--- src/rtl/load_store_unit.sv ---
// load_store_unit
//
// Memory-access stage behind the execute ALU. It accepts one load or store at
// a time, issues a single aligned 32-bit bus transaction with byte strobes,
// and returns either a sign/zero-extended load result or a store completion.
//
// Ports:
//   clk, reset              single clock; synchronous active-high reset
//   req_valid / req_ready   request handshake (ready only while idle)
//   req_store, req_funct3   access kind and RISC-V width/sign field
//   req_addr, req_wdata     effective address and rs2 store data
//   mem_valid .. mem_wdata  registered bus request, held stable until mem_ready
//   mem_ready, mem_rdata    bus completion and read data
//   resp_valid              one-cycle completion pulse
//   resp_data               load result, 0 for stores, faulting address on fault
//   resp_fault              illegal request; no bus access was made
//
// Configuration macro: LSU_MISALIGN_TRAP_EN
//   defined   -> misaligned half/word accesses fault without a bus access
//   undefined -> misaligned accesses are silently aligned down
module load_store_unit (
    input  logic        clk,
    input  logic        reset,
    input  logic        req_valid,
    output logic        req_ready,
    input  logic        req_store,
    input  logic [2:0]  req_funct3,
    input  logic [31:0] req_addr,
    input  logic [31:0] req_wdata,
    output logic        mem_valid,
    output logic        mem_write,
    output logic [31:0] mem_addr,
    output logic [3:0]  mem_wstrb,
    output logic [31:0] mem_wdata,
    input  logic        mem_ready,
    input  logic [31:0] mem_rdata,
    output logic        resp_valid,
    output logic [31:0] resp_data,
    output logic        resp_fault
);

    typedef enum logic [1:0] {IDLE, BUS, DONE} state_t;

    state_t      state_reg;
    logic [2:0]  funct3_reg;
    logic [1:0]  lo_reg;
    logic        store_reg;
    logic        mem_valid_reg;
    logic        mem_write_reg;
    logic [31:0] mem_addr_reg;
    logic [3:0]  mem_wstrb_reg;
    logic [31:0] mem_wdata_reg;
    logic        resp_valid_reg;
    logic [31:0] resp_data_reg;
    logic        resp_fault_reg;

    logic        legal;
    logic        fault_next;
    logic [31:0] wdata_next;
    logic [3:0]  wstrb_next;
    logic [7:0]  rd_byte [4];
    logic [7:0]  sel_byte;
    logic [15:0] sel_half;
    logic [31:0] load_result;

    assign req_ready  = (state_reg == IDLE);
    assign mem_valid  = mem_valid_reg;
    assign mem_write  = mem_write_reg;
    assign mem_addr   = mem_addr_reg;
    assign mem_wstrb  = mem_wstrb_reg;
    assign mem_wdata  = mem_wdata_reg;
    assign resp_valid = resp_valid_reg;
    assign resp_data  = resp_data_reg;
    assign resp_fault = resp_fault_reg;

    // Request legality from funct3 (and alignment when trapping is enabled).
    always_comb begin
        legal = 1'b0;
        if (req_store) begin
            legal = (req_funct3 == 3'b000) || (req_funct3 == 3'b001) ||
                    (req_funct3 == 3'b010);
        end else begin
            case (req_funct3)
                3'b000, 3'b001, 3'b010, 3'b100, 3'b101: legal = 1'b1;
                default:                                 legal = 1'b0;
            endcase
        end
    end

`ifdef LSU_MISALIGN_TRAP_EN
    logic misaligned;
    assign misaligned = ((req_funct3[1:0] == 2'b01) && req_addr[0]) ||
                        ((req_funct3[1:0] == 2'b10) && (req_addr[1:0] != 2'b00));
    assign fault_next = !legal || misaligned;
`else
    assign fault_next = !legal;
`endif

    // Store lane replication and strobes. The half strobe shift uses only
    // addr[1], so a misaligned half naturally lands on the aligned-down pair.
    always_comb begin
        wdata_next = req_wdata;
        wstrb_next = 4'b1111;
        case (req_funct3[1:0])
            2'b00: begin
                wdata_next = {4{req_wdata[7:0]}};
                wstrb_next = 4'b0001 << req_addr[1:0];
            end
            2'b01: begin
                wdata_next = {2{req_wdata[15:0]}};
                wstrb_next = 4'b0011 << {req_addr[1], 1'b0};
            end
            default: begin
                wdata_next = req_wdata;
                wstrb_next = 4'b1111;
            end
        endcase
    end

    // Split read data into byte lanes for the load extractor.
    genvar gi;
    generate
        for (gi = 0; gi < 4; gi++) begin : g_lane
            assign rd_byte[gi] = mem_rdata[8*gi +: 8];
        end
    endgenerate

    always_comb begin
        sel_byte = rd_byte[lo_reg];
        sel_half = lo_reg[1] ? mem_rdata[31:16] : mem_rdata[15:0];
        case (funct3_reg)
            3'b000:  load_result = {{24{sel_byte[7]}}, sel_byte};
            3'b001:  load_result = {{16{sel_half[15]}}, sel_half};
            3'b100:  load_result = {24'h000000, sel_byte};
            3'b101:  load_result = {16'h0000, sel_half};
            default: load_result = mem_rdata;
        endcase
    end

    always_ff @(posedge clk) begin
        if (reset) begin
            state_reg      <= IDLE;
            funct3_reg     <= 3'b000;
            lo_reg         <= 2'b00;
            store_reg      <= 1'b0;
            mem_valid_reg  <= 1'b0;
            mem_write_reg  <= 1'b0;
            mem_addr_reg   <= 32'h0;
            mem_wstrb_reg  <= 4'h0;
            mem_wdata_reg  <= 32'h0;
            resp_valid_reg <= 1'b0;
            resp_data_reg  <= 32'h0;
            resp_fault_reg <= 1'b0;
        end else begin
            case (state_reg)
                IDLE: begin
                    if (req_valid) begin
                        funct3_reg <= req_funct3;
                        lo_reg     <= req_addr[1:0];
                        store_reg  <= req_store;
                        if (fault_next) begin
                            state_reg      <= DONE;
                            resp_valid_reg <= 1'b1;
                            resp_fault_reg <= 1'b1;
                            resp_data_reg  <= req_addr;
                        end else begin
                            state_reg     <= BUS;
                            mem_valid_reg <= 1'b1;
                            mem_write_reg <= req_store;
                            mem_addr_reg  <= {req_addr[31:2], 2'b00};
                            mem_wstrb_reg <= req_store ? wstrb_next : 4'h0;
                            mem_wdata_reg <= req_store ? wdata_next : 32'h0;
                        end
                    end
                end
                BUS: begin
                    if (mem_ready) begin
                        state_reg      <= DONE;
                        mem_valid_reg  <= 1'b0;
                        mem_write_reg  <= 1'b0;
                        mem_wstrb_reg  <= 4'h0;
                        resp_valid_reg <= 1'b1;
                        resp_fault_reg <= 1'b0;
                        resp_data_reg  <= store_reg ? 32'h0 : load_result;
                    end
                end
                DONE: begin
                    state_reg      <= IDLE;
                    resp_valid_reg <= 1'b0;
                    resp_fault_reg <= 1'b0;
                end
                default: state_reg <= IDLE;
            endcase
        end
    end

endmodule
--- config.mk ---
export PLATFORM = sky130hd
export DESIGN_NAME = load_store_unit
export DESIGN_NICKNAME = d
export VERILOG_FILES = /design/src/rtl/load_store_unit.sv
export SDC_FILE = /design/constraint.sdc
export NUM_CORES = 1
export LEC_CHECK = 0
export ABC_AREA = 1
export BUFFER_PORTS_ARGS = -buffer_cell sky130_fd_sc_hd__buf_2
export CORE_MARGIN = 4
export CORE_UTILIZATION = 39
export DETAILED_ROUTE_END_ITERATION = 10
export GPL_TIMING_DRIVEN = 0
export HOLD_SLACK_MARGIN = 0.08
export PLACE_DENSITY = 0.69
export SYNTH_ARGS = -nofsm -noshare
export SYNTH_HDL_FRONTEND = slang
export SYNTH_SLANG_ARGS = --single-unit
export TNS_END_PERCENT = 10
--- constraint.sdc ---
create_clock -name clk -period 4.7 [get_ports clk]
set_input_delay 0.235 -clock clk [delete_from_list [all_inputs] [get_ports clk]]
set_output_delay 0.235 -clock clk [all_outputs]
set_load 0.1 [all_outputs]
==> qor.txt, run 1 <==
run status = finished clean
most frequent cells in the layout = buf_2, nor2_1, nand2_1, dfxtp_1, a21oi_1
vias in the first global route = 5831
non-filler instance count after layout = 1273
RSZ-0062 raised after global routing = false
I/O Buffers = 205
Post-CTS Hold Fix Bufs = 0
vias after detailed routing = 6363
io pins = 209
main combinational cell family by area after synthesis = simple AND/OR/NAND/NOR gates
commonest non-fill, non-tap cell in the layout = buf_2
Synth Area in Simple Gates = 27.9%
Final TNS setup = 0 ns
Crit path largest cell delay = 0.38 ns
Clk Latency, worst-skew pair = 0.36 ns
post-CTS setup buffers = 0
Num Clock Sinks = 110
Post-Syn Area = 5640 um2
clk buf depth = 2
Yosys cell types = 25
worst slew pin tran = 0.595 ns
Slew Viols, Final = 0
Total GRT Usage = 23.5%
CP startpoint kind = flop
Max-Cap Viols = 0
Setup WS pre-CTS = 2.65 ns
layout cells sized above 1 = 24.7%
HP Class = input port to flop
final setup fails = 0
WP data arrival = 2.32 ns
Area Overhead vs Synth = 27.6%
Final Hold Viols = 0
antenna violations before repair = 2
Syn Inst Count = 869
Worst Path Max Fanout = 10
Worst slew margin = 60.2%
#FFs+latches synth = 110
CP max-delay cell = dfxtp_1
Crit path buffers/inverters = 4
DRC errors left = 0
min setup slack post-route = 2.64 ns
drt total wl = 19800 um
wire per inst = 15.6 um
power density over the cells = 481 nW/um2
mux contribution to synthesized area = 0%
peak supply drop = 196 uV
adder-cell area share of the yosys netlist = 0.888%
Final GP Congestion = 0.938
fin nets = 1194
Final period util = 43.8%
DIE WIDTH = 128 um
Tmin final = 2.06 ns
Hold WS = 0.131 ns
skew final = 0.00636 ns
dpl cells = 1255
Critical Path RT = 4.96 ns
Post-DRT Antenna Nets = 0
synth warn = 0
Die Ht = 128 um
register area share after synthesis = 39.1%
post-CTS sizing = 0
DP Wirelength = 15500 um
Syn Area/Cell = 6.48 um2
global route total overflow = 0
die area = 16400 um2
CTS tree = built
# H-tree levels = 3
Synth Area in Compound Gates = 20.4%
DRT Pass-1 Iters = 5
worst-path cell chain = inv_1, ha_1, buf_2, nand2_2, o21ai_2, a21oi_4, nand2_4, buf_6, nor2_1, nand2_1, nand2_1, inv_1
first-pass GRT wire length = 30400 um
Crit Path Category = flop to flop
clock root cell = clkbuf_16
Fillers = 1494
CTS Buf Count = 9
row count = 43
via/cell ratio = 5.00
critical path's top delay family = simple AND/OR/NAND/NOR gates
Setup crit end kind = flop
Post-Synth XOR/XNOR Area = 0%
Starting DRT DRC Count = 392
CORE AREA = 14000 um2
clk slew on worst S/H paths = 0.08 ns
Static Leak = 3.75 nW
Starting Density = 40.1%
Max Clk Rate = 486 MHz
Power Total = 3.46 mW
pin count of the biggest net entering global routing = 20
-- power breakdown --
part           switching [mW]  internal, mW  total, mW
Clock                   0.383         0.383      0.766
Sequential             0.0617          1.05       1.11
Combinational            1.28         0.301       1.58
-- cells in the mapped netlist --
| master | instances | area (um2) |
|---|---|---|
| clkbuf_1 | 25 | 93.8 |
| buf_2 | 14 | 70.1 |
| buf_4 | 8 | 60.1 |
| o21ai_0 | 81 | 405 |
| o22ai_1 | 4 | 25.0 |
| o21bai_2 | 1 | 11.3 |
| ha_1 | 4 | 50.1 |
| nand4_1 | 9 | 56.3 |
| dfxtp_1 | 110 | 2200 |
| o211ai_1 | 19 | 143 |
| inv_1 | 90 | 338 |
| nand2_1 | 148 | 556 |
| o21ai_2 | 1 | 8.76 |
| nor2_2 | 1 | 6.26 |
| conb_1 | 1 | 3.75 |
| a31oi_1 | 2 | 12.5 |
| inv_2 | 7 | 26.3 |
| nand2_2 | 6 | 37.5 |
| nand2_4 | 3 | 33.8 |
| a21oi_4 | 1 | 16.3 |
| nand3_4 | 1 | 17.5 |
| buf_6 | 6 | 67.6 |
| nand3_1 | 28 | 140 |
| nor2_1 | 193 | 724 |
| a21oi_1 | 106 | 531 |
-- path summary, 6_finish.rpt --
path	start	to	slack (ns)	depth (start not counted)
hold / removal	req_addr[19]	mem_addr[19]	0.13	3
setup reg to reg	state_reg[1]	resp_data[4]	2.64	12
hold reg to reg	resp_fault	resp_fault	0.46	2
setup / recovery	state_reg[1]	resp_data[4]	2.64	12
-- per-layer routing --
metal  up-vias  track usage (%)  wire length, um
li1       3218                -                -
met2       254             37.9             9050
met1      2853             31.0             8770
met4         0             8.30              505
met5         -                0                0
met3        38             4.71             1520
-- through the flow --
step	util, %	instance area (um2)
6_report	51.2	7190
5_1_grt	51.2	7190
4_1_cts	51.2	7190
3_5_place_dp	49.1	6890
3_3_place_gp	49.1	6890
2_1_floorplan	-	5640
-- layout make-up --
cell class | instances | area, um2 | area share, %
multi-input combinational | 610 | 2780 | 38.7
sequential | 110 | 2200 | 30.6
timing repair buffer | 205 | 1030 | 14.3
inverter | 97 | 364 | 5.06
buffer | 53 | 292 | 4.05
clock buffer | 10 | 239 | 3.32
tap | 180 | 225 | 3.13
clock inverter | 6 | 56.3 | 0.783
antenna | 2 | 5.00 | 0.0696
-- cells by family (layout without fill, tap and decap cells) --
family,after synthesis,in the layout
AOI/OAI and AO/OA,215,215
DFF,110,110
buffers and inverters,150,371
and+or+nand+nor,389,389
adders and majority gates,4,4
other,1,4
-- worst reg2reg max path, delay by kind of cell (launching register included) --
kind / cells / cell delay (ns)
buffers and inverters: 4 / 0.48
AO/OA/AOI/OAI: 2 / 0.35
flip-flops: 1 / 0.38
adder cells (fa/ha/maj): 1 / 0.17
AND/OR/NAND/NOR: 5 / 0.58
Power figures use the tool's default switching activity.
==> inputs of run 2 (changes only) <==
Settings changed: PLACE_DENSITY 0.69 to 0.71.
Clock period 4.7 ns to 1.7 ns, I/O delays scaled along.
==> run 2 against run 1 <==
  * Sequential power grew to 2.8 times the previous value
  * Non-clock buffer count grew 59
  * Total power grew to 2.9 times the previous value
  * Critical endpoint unchanged
  * Global-route usage grew 1.1 points
  * Worst setup slack lost 2.6 ns
  * Via count grew 6.6%
==> qor.txt, run 2 (synthesis gave the netlist of run 1 again) <==
layout cells sized above 1 = 26.6%
first-pass GRT wire length = 32100 um
row count = 43
clock root cell = clkbuf_16
DRT Pass-1 Iters = 5
Slew Viols, Final = 0
clk buf depth = 2
pin count of the biggest net entering global routing = 22
Max Clk Rate = 602 MHz
power density over the cells = 1260 nW/um2
met3 usage in global routing = 5.75%
Final GP Congestion = 0.930
CP max-delay cell = dfxtp_2
io pins = 209
worst slew pin tran = 0.645 ns
register area = 2210 um2
Fillers = 1368
via/cell ratio = 5.10
antenna violations before repair = 2
Total GRT Usage = 24.6%
area of the multi-input gates = 2880 um2
RSZ-0062 raised after global routing = true
HP Class = input port to flop
Starting Density = 40.1%
Num Clock Sinks = 110
CP startpoint kind = flop
I/O Buffers = 205
Tmin final = 1.66 ns
CTS tree = built
global route total overflow = 0
clk slew on worst S/H paths = 0.08 ns
GRT Max-Usage Layer = met2
peak supply drop = 708 uV
most frequent cells in the layout = buf_2, nor2_1, nand2_1, dfxtp_1, a21oi_1
Crit path largest cell delay = 0.34 ns
final setup fails = 0
WP data arrival = 1.92 ns
Setup WS pre-CTS = -0.318 ns
Starting DRT DRC Count = 394
r2r worst-path depth = 12
vias after detailed routing = 6785
GR Util met2 = 40.3%
worst-path cell chain = inv_2, ha_1, buf_6, nand2_4, o21ai_4, a21oi_4, nand2_4, buf_6, nor2_1, nand2_1, nand2_1, inv_1
run status = finished clean
wire per inst = 15.7 um
Final period util = 97.8%
DP Wirelength = 15400 um
DIE WIDTH = 128 um
Setup crit end kind = flop
Critical Path RT = 1.96 ns
commonest non-fill, non-tap cell in the layout = buf_2
Hold Path Stages = 3
Area Overhead vs Synth = 40.9%
Max-Cap Viols = 0
Hold WS = 0.0943 ns
Final Hold Viols = 0
Static Leak = 4.05 nW
drt total wl = 20800 um
Post-DRT Antenna Nets = 0
die area = 16400 um2
Final TNS setup = 0 ns
Clk Latency, worst-skew pair = 0.37 ns
CORE AREA = 14000 um2
# H-tree levels = 3
CTS Buf Count = 9
min setup slack post-route = 0.0377 ns
vias in the first global route = 6389
Crit Path Category = flop to flop
M1 GR Usage = 30.9%
fin nets = 1253
Worst slew margin = 57.0%
Die Ht = 128 um
non-filler instance count after layout = 1331
Worst Path Max Fanout = 8
skew final = 0.0160 ns
DRC errors left = 0
dpl cells = 1255
## run 2: worst max-delay path: cells and delay by family, from the launching register on
family          cells  cell delay, ns
simple gates        5            0.42
buf+inv             4            0.37
flops               1            0.34
compound gates      2            0.22
fa+ha+maj           1            0.18
## run 2: final timing paths
check               startpoint           end  slack [ns]
setup / recovery  state_reg[1]  resp_data[4]        0.04
setup reg to reg  state_reg[1]  resp_data[4]        0.04
hold / removal     req_addr[1]     lo_reg[1]        0.09
hold reg to reg   mem_wdata[5]  mem_wdata[5]        0.47
## run 2: power breakdown
group / internal [mW] / leakage (nW) / switching, mW / total (mW)
clock: 1.19 / 0.155 / 1.11 / 2.30
combinational: 0.993 / 2.98 / 3.62 / 4.61
sequential: 2.90 / 0.906 / 0.175 / 3.08
total: 5.09 / 4.05 / 4.90 / 9.99
## run 2: final cells by class
cell class | count | share of cell area [%]
timing repair buffer | 264 | 20.2
inverter | 97 | 4.71
multi-input combinational | 610 | 36.3
buffer | 53 | 4.08
antenna | 1 | 0.0315
sequential | 110 | 27.8
clock inverter | 7 | 1.28
clock buffer | 9 | 2.84
tap | 180 | 2.84
## run 2: repair_timing
item                                   CTS  global route
endpoints found under the hold margin   53             0
hold buffers                            52             0
gates resized for setup                 15            37
setup endpoints to repair               77            85
setup buffers                            3             3
gates cloned                             1             0
pin swaps                                2             5
## run 2: per-layer routing
layer,vias to the layer above,wire (um)
met5,-,11
met4,2,767
met3,58,1940
met2,346,9580
met1,3050,8550
li1,3329,-
## run 2: stage by stage
step | cell area (um2) | total power, mW | util, %
after floorplan | 5660 | 6.64 | -
final | 7940 | 9.99 | 56.6
after CTS | 7820 | 9.92 | 55.7
after global routing | 7940 | 10.4 | 56.6
after detailed placement | 6910 | 7.49 | 49.2
after global placement | 6910 | 7.47 | 49.2
